[config.mk]
export PLATFORM = sky130hd
export DESIGN_NAME = fifo_write_arbiter
export DESIGN_NICKNAME = d
export VERILOG_FILES = /design/src/rtl/fifo_write_arbiter.sv
export SDC_FILE = /design/constraint.sdc
export NUM_CORES = 1
export LEC_CHECK = 0
export BUFFER_PORTS_ARGS = -buffer_cell sky130_fd_sc_hd__buf_2
export CORE_MARGIN = 1
export CORE_UTILIZATION = 45
export DETAILED_ROUTE_END_ITERATION = 8
export PLACE_DENSITY_LB_ADDON = 0.2
export SETUP_SLACK_MARGIN = 0.5
export SLEW_MARGIN = 20
export SYNTH_ARGS = -nofsm -noshare
export SYNTH_HDL_FRONTEND = slang
export SYNTH_SLANG_ARGS = --single-unit
[constraint.sdc]
create_clock -name Clk -period 2.7 [get_ports Clk]
set_clock_uncertainty 0.15 [all_clocks]
set_input_delay 0.405 -clock Clk [delete_from_list [all_inputs] [get_ports Clk]]
set_output_delay 0.405 -clock Clk [all_outputs]
set_load 0.02 [all_outputs]
[src/rtl/fifo_write_arbiter.sv]
// fifo_write_arbiter: shares the RX FIFO write port between the UART receiver and a local byte source (FIFO_ARB_FIXED_PRIO_EN: requester 0 always wins ties)
module fifo_write_arbiter #(
  parameter int DATA_WIDTH = 8
) (
  input  logic                  Clk,
  input  logic                  Reset,
  input  logic [DATA_WIDTH-1:0] Req0Data,
  input  logic                  Req0Valid,
  output logic                  Req0Drop,
  input  logic [DATA_WIDTH-1:0] Req1Data,
  input  logic                  Req1Valid,
  output logic                  Req1Ready,
  output logic [DATA_WIDTH-1:0] DataOut,
  output logic                  WriteEnable,
  input  logic                  Full,
  input  logic                  DropClear,
  output logic [7:0]            DropCount
);
  logic                  hold0_valid, hold1_valid, last_grant, tie_to0;
  logic                  grant0, grant1, accept0, drop, xfer1;
  logic [DATA_WIDTH-1:0] hold0_data, hold1_data;
`ifdef FIFO_ARB_FIXED_PRIO_EN
  assign tie_to0 = 1'b1;
`else
  assign tie_to0 = last_grant;
`endif
  // grant a hold only while the FIFO has room; Req1Ready comes straight from the hold flag so Full never reaches it
  always_comb begin
    grant0      = !Full && hold0_valid && (!hold1_valid || tie_to0);
    grant1      = !Full && hold1_valid && (!hold0_valid || !tie_to0);
    accept0     = Req0Valid && (!hold0_valid || grant0);
    drop        = Req0Valid && !accept0;
    Req1Ready   = !hold1_valid;
    xfer1       = Req1Valid && !hold1_valid;
    WriteEnable = grant0 || grant1;
    DataOut     = grant1 ? hold1_data : hold0_data;
  end
  // hold buffers and round-robin history; a granted hold 0 can be refilled on the same edge
  always_ff @(posedge Clk or negedge Reset) begin
    if (!Reset) begin
      hold0_valid <= 1'b0;
      hold1_valid <= 1'b0;
      hold0_data  <= '0;
      hold1_data  <= '0;
      last_grant  <= 1'b1;
    end else begin
      hold0_valid <= accept0 ? 1'b1 : grant0 ? 1'b0 : hold0_valid;
      hold0_data  <= accept0 ? Req0Data : hold0_data;
      hold1_valid <= xfer1 ? 1'b1 : grant1 ? 1'b0 : hold1_valid;
      hold1_data  <= xfer1 ? Req1Data : hold1_data;
      last_grant  <= grant0 ? 1'b0 : grant1 ? 1'b1 : last_grant;
    end
  end
  // drop pulse and saturating drop counter; a clear coinciding with a drop leaves a count of one
  always_ff @(posedge Clk or negedge Reset) begin
    if (!Reset) begin
      Req0Drop  <= 1'b0;
      DropCount <= 8'd0;
    end else begin
      Req0Drop  <= drop;
      DropCount <= DropClear ? {7'd0, drop} : (drop && DropCount != 8'hff) ? DropCount + 8'd1 : DropCount;
    end
  end
endmodule

* Word-level counts from Yosys, hierarchy flattened
Cells that the tools add are included.
** Word-level totals
- Register bits :: 28
- Bits in latches :: 0
- Bits in writable memories :: 0
- ROM bits :: 0
- Bits of input ports :: 22
- Output and inout port bits :: 19
- Logic and storage cells :: 39
- Memories kept :: 0
** Cells by class
- $add $sub $neg :: 1
- Multipliers :: 0
- Divide/modulo/power cells :: 0
- Order comparisons :: 0
- Equality and inequality tests :: 1
- Shift-type cells :: 0
- Muxes and demuxes :: 9
- Bitwise operators :: 0
- Reduce and logical (&&, ||, !) cells :: 21
** Operator list (count)
- $mux 8 :: 3
- $add 8x1->8 const B :: 1
- $logic_and 1x1->1 :: 8
- $ne 8x8->1 const B :: 1
- $reduce_bool 2->1 :: 4
- $mux 1 :: 6
- $logic_not 1->1 :: 5
- $logic_or 1x1->1 :: 4

* Depth between registers and ports, before layout
- Word-level depth :: 10
- Gate-level depth with buffers :: 6
- Depth with buffers taken out :: 5

* Worst setup path before layout
Ideal clock, no wire load.
- Path kind :: register to register
- Start :: register DropCount[0]
- End :: register DropCount[3]
- Setup time :: 0.077 ns
- Arrival :: 1.802 ns
- Data required time :: 2.473 ns
- Path slack :: 0.671 ns
- Stages on the path, launching flop included :: 7
- Path through :: dfrtp_1 -> ha_1 -> and3_1 -> and3_4 -> buf_6 -> or4_1 -> a21oi_1
** On the way
- Cells in the longest elaborated chain, start to end :: 3
** Ends and longest elaborated chain
- from (decl) :: line 17 : output logic [7:0] DropCount
- from (signal assigned) :: line 61 : DropCount <= DropClear ? {7'd0, drop} : (drop && DropCount != 8'hff) ? DropCount + 8'd1 : DropCount;
- $add 8x1->8 or $ne 8x8->1 (tied branches) :: line 61
- $mux 8 or $logic_and 1x1->1 (tied branches) :: line 61
- $mux 8 or $reduce_bool 2->1 (tied branches)
Several ways; a longest one is shown, not always the timed one. The select of a mux whose other input is x is not followed.
A chain may end at the register's enable or synchronous reset.

* Worst setup path in the final report
- Start :: register last_grant
- End :: output DataOut[7]
** On the way
- Cells in the longest elaborated chain, start to end :: 4
** Ends and longest elaborated chain
- from (decl) :: line 19 : logic hold0_valid, hold1_valid, last_grant, tie_to0;
- from (signal assigned) :: line 51 : last_grant <= grant0 ? 1'b0 : grant1 ? 1'b1 : last_grant;
- $logic_not 1->1 :: line 30 : grant1 = !Full && hold1_valid && (!hold0_valid || !tie_to0);
- $logic_or 1x1->1 :: line 30
- $logic_and 1x1->1 :: line 30
- $mux 8 :: line 36 : DataOut = grant1 ? hold1_data : hold0_data;
- to (decl) :: line 13 : output logic [DATA_WIDTH-1:0] DataOut,
Every way passes these cells.

==> metrics.md <==
| Metric | Value |
|---|---|
| Diode count | 0 |
| Via count | 1034 |
| Pin count of the biggest net entering global routing | 29 |
| Cts bufs inserted | 3 |
| F_max | 0.4589 GHz |
| Flop and latch count out of synthesis | 28 |
| Post-route insts no fill | 181 |
| Final setup fails | 0 |
| GRT Util Overall | 0.1877 |
| Multiplexer area fraction after synthesis | 0.2105 |
| M1 GR Usage | 0.2534 |
| Share of cells above drive strength 1 | 0.5267 |
| RSZ-0062 raised after global routing | true |
| P&R area growth vs syn | 23.20% |
| Initial cell density of the core | 0.4809 |
| Root Driver | clkbuf_4 |
| WP buf/inv | 1 |
| Avg Cell Area, Syn | 12.62 um^2 |
| Post-synthesis xor/xnor area fraction | 0 |
| Finished layout cell area | 1648 um^2 |
| Max incr delay on CP | 0.60 ns |
| Final nets | 174 |
| Status | finished, final reports clean |
| VDD IR max | 0.7019 mV |
| Met2 Use GR | 0.2992 |
| Initial drt markers | 45 |
| Period utilisation layout | 0.8071 |
| Main synth FF type | dfrtp_1 |
| Placed cells | 175 |
| Io pins | 41 |
| IO buf count | 40 |
| Max H-tree Level | 1 |
| Latest clock arrival within the worst-skew pair | 0.33 ns |
| Worst r2r path cells | 5 |
| Main combinational cell family by area after synthesis | multiplexers |
| Worst-path clk slew | 0.15 ns |
| Pwr Density | 903.9 nW/um^2 |
| GRT Max-Usage Layer | met2 |
| Hold WS | 0.1355 ns |
| Fill cells | 254 |
| Synth Area in Compound Gates | 0.09355 |
| Vias in the first global route | 998 |
| Synth unique cells | 32 |
| Final wirelength | 2745 um |
| Max FO, Critical Path | 5 |
| Post-DP HPWL | 1981 um |
| Cell Rows | 19 |
| Die H | 56.52 um |
| Commonest cells after routing, fill and taps aside | 39 x buf_2, 27 x dfrtp_1, 25 x mux2_2, 4 x nand3_1, 4 x a221o_1 |
| Syn nets | 129 |
| Cells after Synth | 106 |
| Asr flop ratio synth | 1.000 |
| Core footprint | 2781 um^2 |
| Synth Area in Simple Gates | 0.1450 |
| Register area share after synthesis | 0.5248 |
| Slowest CP cell | dfstp_2 |
| Gpl congestion | 0.8131 |
| Yosys Warn Count | 0 |
| Worst R2R End | DropCount[0] |
| Final Hold Viols | 0 |
| Hold_sp | Req1Valid |
| Post-place setup slack | 0.6820 ns |
| Crit-path cells | nand2_4 -> nand2_4 -> mux2_2 -> buf_2 |
| Final slew viol count | 0 |
| Die area | 3195 um^2 |
| Width of the chip | 56.52 um |
| Worst slew margin | 0.5096 |
| DRC viols | 0 |
| Commonest non-fill, non-tap cell in the layout | buf_2 |
| Post-route ant nets | 0 |
| Hold Path Depth | 2 |
| Clock Sinks | 28 |
| Leak pwr | 0.0007737 uW |
| Top cell by count, worst path | nand2_4 |
| Largest delay share family, worst path | flip-flops |
| Slew at the pin closest to its max-slew limit | 0.7342 ns |
| Source of the worst register-to-register timing path | last_grant |
| Min cycle time layout | 2.179 ns |
| WP data required | 2.14 ns |
| Worst min-delay path class | in -> reg |
| TritonCTS clock tree | built |
| Synth Cell Area | 1338 um^2 |
| Setup Buffers After CTS | 0 |
| CP startpoint kind | flip-flop |
| Dpl cell area | 1562 um^2 |
| FF-to-FF setup slack | 0.66 ns |
| Crit Path Category | reg -> out |
| Setup TNS | 0 ns |
| DRT Pass-1 Iters | 4 |
| First-pass GRT wire length | 4554 um |
| DR vias/cell | 5.713 |
| Avg WL per Cell | 15.17 um |
| GR Util met3 | 0.03226 |
| Grt ovf | 0 |
| Initial antenna violation count | 0 |
| Hold endpoint | hold1_valid |
| Post-Synth Adder-Cell Area | 0.009355 |
| Clk buf depth | 2 |
| Post-synth EDFFs | 0 |
| Final worst slack | 0.5207 ns |
| Crit. End Element | primary output |
| Worst EP arrival | 1.62 ns |
| Max_cap viols | 0 |
-- cells in the mapped netlist (2+ instances only) --
master	instances	area, um^2
and3_4	2	22.52
nand2b_1	3	18.77
a221o_1	4	40.04
a21oi_1	3	15.01
nand3_1	4	20.02
nor4_1	3	18.77
nor2b_1	3	18.77
nand2_1	5	18.77
nor3_1	2	10.01
nor2_1	4	15.01
mux2_2	25	281.5
or4_1	2	15.01
dfrtp_1	27	675.7
-- worst register-to-register path: stages (launching register included) --
cell	delay, ns
dfstp_2	0.60
and2b_1	0.22
o211ai_2	0.31
inv_2	0.10
a21oi_1	0.37
a221o_1	0.22
-- worst max path at each step --
stage,startpoint,end,slack (ns),depth (start not counted)
finish,last_grant,DataOut[7],0.52,4
global route,last_grant,DataOut[4],0.47,4
CTS,last_grant,DataOut[2],0.49,4
detailed placement,Full,DataOut[0],0.68,5
global placement,Full,DataOut[2],0.71,5
floorplan,DropCount[0],DropCount[3],0.67,6
-- power by group --
group	switching, uW	leakage (uW)	total, uW	internal, uW
Clock	124	0.0000210	207	82.6
Sequential	95.2	0.000341	661	565
Combinational	321	0.000411	622	301
-- routing by layer --
layer	share of wire	up-vias
met1	0.44	512
met5	0	-
met3	0.044	4
li1	-	484
met2	0.51	34
met4	0.0098	0
-- stage by stage --
stage,power [uW],utilization
2_1_floorplan,1065,-
3_3_place_gp,1216,0.5614
3_5_place_dp,1240,0.5614
4_1_cts,1473,0.5848
5_1_grt,1576,0.5924
6_report,1489,0.5924
-- logic make-up (layout without fill, tap and decap cells) --
kind of cell / Yosys count / after routing
buf+inv: 4 / 47
mux: 25 / 25
fa+ha+maj: 1 / 1
flops: 28 / 28
simple gates: 33 / 34
compound gates: 15 / 15
-- registers in the layout (all words and copies together), names as in the netlist --
| register | cells |
|---|---|
| hold1_valid | 1 |
| DropCount | 8 |
| last_grant | 1 |
| hold0_data | 8 |
| hold1_data | 8 |
| Req0Drop | 1 |
| hold0_valid | 1 |
-- area by class of cell --
| type | instances | area [um^2] | area share |
|---|---|---|---|
| multi-input combinational | 75 | 646.9 | 0.3926 |
| tap | 31 | 38.79 | 0.02354 |
| clock buffer | 4 | 36.28 | 0.02202 |
| sequential | 28 | 701.9 | 0.4260 |
| inverter | 2 | 7.507 | 0.004556 |
| timing repair buffer | 41 | 216.5 | 0.1314 |
-- repair_timing --
action | CTS | global route
resized for setup | 4 | 5
pin swaps | 2 | 1
cloned | 1 | 0
endpoints found under the setup margin | 8 | 8
endpoints found under the hold margin | 27 | 0
hold buffers | 1 | 0
No activity file was read; power rests on OpenSTA's default activity.
